[src/rtl/mem_port_arbiter.sv]
// Arbitrates the single BRAM port between instruction fetch and load/store.
// One transaction at a time; a release cycle follows each so the memory FSM re-arms.
module mem_port_arbiter #(
  parameter int ADDR_WIDTH      = 32,
  parameter int DATA_WIDTH      = 32,
  parameter int MAX_DATA_STREAK = 4,
  parameter int TIMEOUT         = 64
) (
  input  logic                  clock,
  input  logic                  reset,
  input  logic                  if_req,
  input  logic [ADDR_WIDTH-1:0] if_address,
  output logic                  if_done,
  output logic [DATA_WIDTH-1:0] if_rdata,
  input  logic                  d_req,
  input  logic                  d_read_write,
  input  logic [1:0]            d_size,
  input  logic                  d_sign,
  input  logic [ADDR_WIDTH-1:0] d_address,
  input  logic [DATA_WIDTH-1:0] d_wdata,
  output logic                  d_done,
  output logic [DATA_WIDTH-1:0] d_rdata,
  output logic                  mem_input_enable,
  output logic                  mem_read_write,
  output logic [1:0]            mem_size,
  output logic                  mem_sign,
  output logic [ADDR_WIDTH-1:0] mem_address,
  output logic [DATA_WIDTH-1:0] mem_wdata,
  input  logic                  mem_done_or_valid,
  input  logic [DATA_WIDTH-1:0] mem_rdata,
  output logic                  grant_data,
  output logic                  bus_error
);

  // state     | meaning
  // S_IDLE    | no owner; arbitrate pending requests
  // S_BUSY    | command driven to memory, waiting for done_or_valid or timeout
  // S_RELEASE | enable low one cycle; owner's done pulse is high
  typedef enum logic [1:0] {
    S_IDLE    = 2'd0,
    S_BUSY    = 2'd1,
    S_RELEASE = 2'd2
  } state_t;

  localparam logic [3:0] STREAK_MAX = 4'(MAX_DATA_STREAK);
  localparam logic [7:0] TCNT_LAST  = 8'(TIMEOUT - 1);

  state_t     state, state_nxt;
  logic [3:0] streak;
  logic [7:0] tcnt;
  logic       pick_data;
  logic       finish;
  logic       timed_out;

  always_ff @(posedge clock) begin
    if (!reset) state <= S_IDLE;
    else        state <= state_nxt;
  end

  always_comb begin
    state_nxt = state;
    pick_data = 1'b0;
    finish    = 1'b0;
    timed_out = 1'b0;
    case (state)
      S_IDLE: begin
        if (d_req || if_req) begin
          state_nxt = S_BUSY;
          // fetch wins a tie only once data has used up its streak allowance
          pick_data = d_req && !(if_req && (streak == STREAK_MAX));
        end
      end
      S_BUSY: begin
        if (mem_done_or_valid) begin
          finish    = 1'b1;
          state_nxt = S_RELEASE;
        end else if (tcnt == TCNT_LAST) begin
          finish    = 1'b1;
          timed_out = 1'b1;
          state_nxt = S_RELEASE;
        end
      end
      S_RELEASE: state_nxt = S_IDLE;
      default:   state_nxt = S_IDLE;
    endcase
  end

  assign mem_input_enable = (state == S_BUSY);

  always_ff @(posedge clock) begin
    if (!reset) begin
      streak         <= '0;
      tcnt           <= '0;
      grant_data     <= 1'b0;
      mem_read_write <= 1'b0;
      mem_size       <= '0;
      mem_sign       <= 1'b0;
      mem_address    <= '0;
      mem_wdata      <= '0;
      if_done        <= 1'b0;
      if_rdata       <= '0;
      d_done         <= 1'b0;
      d_rdata        <= '0;
      bus_error      <= 1'b0;
    end else begin
      if_done <= 1'b0;
      d_done  <= 1'b0;

      if (state == S_IDLE && state_nxt == S_BUSY) begin
        tcnt       <= '0;
        grant_data <= pick_data;
        if (pick_data) begin
          if (streak != STREAK_MAX) streak <= streak + 4'd1;
          mem_read_write <= d_read_write;
          mem_size       <= d_size;
          mem_sign       <= d_sign;
          mem_address    <= d_address;
          mem_wdata      <= d_wdata;
        end else begin
          streak         <= '0;
          mem_read_write <= 1'b0;
          mem_size       <= 2'd2;
          mem_sign       <= 1'b0;
          mem_address    <= if_address;
          mem_wdata      <= '0;
        end
      end

      if (state == S_BUSY && !finish) tcnt <= tcnt + 8'd1;

      if (finish) begin
        if (timed_out) bus_error <= 1'b1;
        if (grant_data) begin
          d_done  <= 1'b1;
          d_rdata <= (timed_out || mem_read_write) ? '0 : mem_rdata;
        end else begin
          if_done  <= 1'b1;
          if_rdata <= timed_out ? '0 : mem_rdata;
        end
      end
    end
  end

endmodule

[config.mk]
export PLATFORM = sky130hd
export DESIGN_NAME = mem_port_arbiter
export DESIGN_NICKNAME = d
export VERILOG_FILES = /design/src/rtl/mem_port_arbiter.sv
export SDC_FILE = /design/constraint.sdc
export NUM_CORES = 1
export LEC_CHECK = 0
export BUFFER_PORTS_ARGS = -buffer_cell sky130_fd_sc_hd__buf_4
export CAP_MARGIN = 10
export CORE_UTILIZATION = 46
export DETAILED_ROUTE_END_ITERATION = 8
export GPL_ROUTABILITY_DRIVEN = 0
export MAX_ROUTING_LAYER = met4
export PLACE_DENSITY = 0.8
export SLEW_MARGIN = 15
export SYNTH_ARGS = -nofsm -noshare
export SYNTH_HDL_FRONTEND = slang
export SYNTH_SLANG_ARGS = --single-unit
[constraint.sdc]
create_clock -name clock -period 2 [get_ports clock]
set_input_delay 0.3 -clock clock [delete_from_list [all_inputs] [get_ports clock]]
set_output_delay 0.3 -clock clock [all_outputs]
set_load 0.005 [all_outputs]
* Word level (Yosys, flattened, before mapping) *
Cells that the tools add are included.
W data, S select, Z words.

storage, ports and cells
  register bits = 150
  logic and storage cells = 62
  bits of input ports = 137

operators by class
  add/sub/neg operators = 2
  muxes and demuxes = 24
  bitwise gates (word level) = 1
  equality and inequality tests = 6
  reductions and logical operators = 15

operators with widths
  kind                   number
  $mux W32               4
  $mux W8                2
  $mux W1                11
  $reduce_and A2 Y1      5
  $add A8 B1 Y8 const B  1
  $eq A8 B6 Y1 const B   1
  $mux W2                4
  $mux W4                2
  $add A4 B1 Y4 const B  1
  $eq A2 B1 Y1 const B   2
  $eq A4 B3 Y1 const B   1
  $logic_and A1 B1 Y1    4
  $ne A4 B3 Y1 const B   1
  $pmux W2 S2            1
  $logic_not A1 Y1       2
  $logic_not A2 Y1       1
  $logic_or A1 B1 Y1     2
  $ne A2 B1 Y1 const B   1
  $reduce_bool A2 Y1     1
  $not A1 Y1             1

* Logic depth before layout (Yosys ltp) *
  depth after elaboration = 8
  gate-level depth with buffers = 8
  mapped depth without buffers = 6

* Least setup slack after synthesis *
OpenSTA, ideal clock, no wires.

  path kind = flip-flop to flip-flop
  start = register tcnt[0]
  end = register if_rdata[10]
  stages on the path, launching flop included = 8
  data required time = 1914 ps
  data arrival time = 1571 ps
  period minus slack after synthesis = 1657 ps
  library setup time = 86 ps
  path slack = 343 ps
  path through = dfxtp_1 > ha_1 > and4_1 > a21oi_2 > nor2b_1 > clkbuf_1 > buf_2 > a211oi_1

on the way
  word-level cells in the longest chain between the ends = 5

RTL lines
  item                                           RTL line  text
  start: declaration                             50        logic [7:0] tcnt;
  start signal: assignment                       129       if (state == S_BUSY && !finish) tcnt <= tcnt + 8'd1;
  $eq A8 B6 Y1 *                                 77        end else if (tcnt == TCNT_LAST) begin
  $mux W1 *                                      77
  $mux W1                                        74        if (mem_done_or_valid) begin
  $mux W1                                        65        case (state)
  $mux W32 or $reduce_and A2 Y1 (tied branches)  --
  end signal: assignment                         138       if_rdata <= timed_out ? '0 : mem_rdata;
  end: declaration                               14        output logic [DATA_WIDTH-1:0] if_rdata,

Every way passes the cells marked *; elsewhere a longest branch is shown, timed or not.
A chain may end at the register's enable or synchronous reset.

* Worst setup path in the final report *
  start = register tcnt[0]
  end = register d_rdata[7]

on the way
  word-level cells in the longest chain between the ends = 6

RTL lines
  item                    RTL line  text
  $eq A8 B6 Y1 *          77
  $mux W1 *               77
  $mux W1                 74
  $mux W1                 65
  $logic_or A1 B1 Y1      135       d_rdata <= (timed_out || mem_read_write) ? '0 : mem_rdata;
  $mux W32                135
  end signal: assignment  135
  end: declaration        22        output logic [DATA_WIDTH-1:0] d_rdata,

Marks and branches as above.

==> metrics.cfg <==
[synth]
syn_area_um2 = 5730
synth_top_area_share_pct = 52.4
synth_fp_nets = 801
syn_avg_cell_area_um2 = 8.67
ys_dominant_reg_cell = dfxtp_1
synthArstFlopShare_pct = 0
synth_xor_area_share_pct = 0.306
synth_fa_ha_area_share_pct = 0.655
synth.area.top_cells = dfxtp_1 (52%), a21oi_1 (9.1%), o21ai_1 (5.8%)
synthMuxAreaShare_pct = 0.175
synth_compound_area_share_pct = 29.3
ys_ff_latch = 150
synthSimpleGateAreaFrac_pct = 12.1
synth_edf_count = 0
synth-seq-area-share_pct = 52.4
synthCells = 661
synth_most_common_cell = dfxtp_1
ys_warn_count = 0
synth_top_family_by_area = compound AO/OA/AOI/OAI gates
synth_cell_type_count = 47
yosysTopAreaCell = dfxtp_1
synth_commonest_cells = dfxtp_1 (150), a21oi_1 (104), o21ai_1 (66)

[timing]
fmaxAchievable_mhz = 567
tns_ns = 0
setup_viol = 0
skew_ns = 0.00732
relSlewSlack_pct = 67.5
slew_violations = 0
hold_viol = 0
rsz0062_at_grt = no
period_share_pct = 88.2
min_period_ns = 1.76
worstMarginPinSlew_ns = 0.481

[clock_network]
post_cts_buffers = 0
cts_root_buffer = clkbuf_16
clk_pin_slew_ns = 0.06
clockBufferDepth = 2
cts_tree = built
cts_buffers = 17
cts_htree_levels = 4
insertion_delay_ns = 0.42
cts_sinks = 150

[critical_path]
cp-start-kind = flip-flop
reg2reg_slack_ns = 0.24
r2r_cells = 6
crit_arrival_ns = 2.11
path_class = flip-flop to flip-flop
r2r_end = d_rdata[7]$_SDFFE_PN0P_
cp-end-kind = flip-flop
crit_required_ns = 2.34
r2r_start = tcnt[0]$_SDFFE_PN0P_
critPathMaxFanout = 28

[placement]
portBuffers = 273
hpwl_mm = 13.0

[finish]
areaGrowthSynthToFinish_pct = 49.1
final.fill_count = 933
diodes = 0
finalNetCount = 1046
drive_gt1_share_pct = 35.6

[power]
combPwrFrac_pct = 14.9
switching_share_pct = 24.0
power_switching_w = 0.00182
p_per_area_nw_per_um2 = 889
leakagePower_nw = 3.54
pwr-share-seq_pct = 42.7
power_w = 0.00759
vdd_drop_max_uv = 597
p_clk_share_pct = 42.4
cell_internal_pwr_w = 0.00577

[floorplanning]
die_w_um = 114
die_h_um = 114
start_util_pct = 47.5
fp.dieArea_um2 = 12900
core_area_um2 = 12100
io_pins = 274
rows = 40

[job]
max_cap_violations = 0

[routing]
via_count = 6132
wl_mm = 18.0
route.detailed.drc = 0
viasPerCell = 5.65
drt_iter0_drc = 543
drt_pass1_iterations = 5
detail-route-antenna-nets = 0
drt-wirelength-per-cell_um = 16.6

[global_route]
grt_pass1_vias = 5865
grt_util_all_layers_pct = 29.1
grt_overflow = 0
antenna_found_initial = 0
grt_max_degree = 62
grt_pass1_wl_mm = 28.6

[min_path]
hold_path.class = input pin to flip-flop
whs_endpoint = mem_size[1]$_SDFFE_PN0P_
hp-start = d_size[1]
min_path_cells = 3

[status]
run_status = finished clean

worst max path at each step:
stage / start / to / slack [ns] / cells past startpoint
after floorplan: tcnt[0]$_SDFFE_PN0P_ / if_rdata[10]$_SDFFE_PN0P_ / 0.34 / 7
after global placement: tcnt[0]$_SDFFE_PN0P_ / d_rdata[30]$_SDFFE_PN0P_ / 0.38 / 6
after detailed placement: streak[0]$_SDFFE_PN0P_ / streak[3]$_SDFFE_PN0P_ / 0.24 / 6
after CTS: streak[0]$_SDFFE_PN0P_ / streak[3]$_SDFFE_PN0P_ / 0.22 / 6
after global routing: tcnt[0]$_SDFFE_PN0P_ / d_rdata[5]$_SDFFE_PN0P_ / 0.09 / 6
final: tcnt[0]$_SDFFE_PN0P_ / d_rdata[7]$_SDFFE_PN0P_ / 0.24 / 6
metal layers:
layer	vias up	GRT usage (%)	part of all wire [%]
met4	0	14.2	3.4
met2	304	49.7	50
met3	56	7.17	7.2
met5	-	-	0
li1	2907	-	-
met1	2865	31.6	39
kinds of logic after synthesis:
kind of cell | Yosys count
xor gates and xnor gates | 2
adders and majority gates | 3
DFF | 150
buffers and inverters | 69
muxes | 1
and+or+nand+nor | 150
AOI/OAI and AO/OA | 286
timing repair:
item                                    in CTS  in global routing
hold buffers                                 0                  0
resized for setup                            0                  1
hold endpoints to repair                     0                  0
endpoints found under the setup margin       0                  1
worst max-delay path, stage by stage (launching register included):
cell and delay [ns]:
dfxtp_1 0.34, ha_1 0.26, and4_1 0.27, a21oi_2 0.20, buf_4 0.32, o21ai_1 0.12
a21oi_1 0.17
cell type report:
type | count | area (um2) | area share [%]
flip-flops and latches | 150 | 3000 | 35.2
multi-input cells | 442 | 2460 | 28.8
repair buffers | 291 | 2250 | 26.3
clock buffers | 23 | 478 | 5.60
well taps | 168 | 210 | 2.46
clock inverters | 7 | 121 | 1.42
inverters | 4 | 16.3 | 0.191
sequential cells by signal (all words and copies together) (netlist names):
| register | cells |
|---|---|
| d_rdata | 32 |
| if_rdata | 32 |
| mem_address | 32 |
| mem_wdata | 32 |
| tcnt | 8 |
| streak | 4 |
| mem_size | 2 |
| state | 2 |
| bus_error | 1 |
| d_done | 1 |
| grant_data | 1 |
| if_done | 1 |
| mem_read_write | 1 |
| mem_sign | 1 |
per-stage QoR:
step / worst slack, ns / hold slack [ns] / util (%) / area, um2 / cells
2_1_floorplan: 0.343 / 0.428 / - / 5730 / 661
3_3_place_gp: 0.383 / 0.449 / 65.8 / 7930 / 1055
3_5_place_dp: 0.235 / 0.456 / 65.8 / 7930 / 1055
4_1_cts: 0.216 / 0.108 / 70.7 / 8530 / 1085
5_1_grt: 0.0927 / 0.121 / 70.8 / 8540 / 1085
6_report: 0.236 / 0.122 / 70.8 / 8540 / 1085
layout by cell type (no fill, tap or decap), drive strengths merged, types with 3 or more instances in the layout:
cell      instances
nor3              3
clkinvlp          3
a21oi           105
a211oi           33
dfxtp           150
bufinv            3
inv               3
buf             291
nor2             43
o22ai            34
clkbuf           23
ha                3
nand2            44
a22oi            35
o21ai            68
nand3            40
power groups by stage:
stage | clock, W | sequential, W | combinational (W)
finish | 0.00322 | 0.00324 | 0.00113
CTS | 0.00327 | 0.00324 | 0.00113
floorplan | 0 | 0.00330 | 0.000492
detailed placement | 0 | 0.00330 | 0.00112
global route | 0.00340 | 0.00326 | 0.00123
global placement | 0 | 0.00329 | 0.00109
No activity file was read; power rests on OpenSTA's default activity.
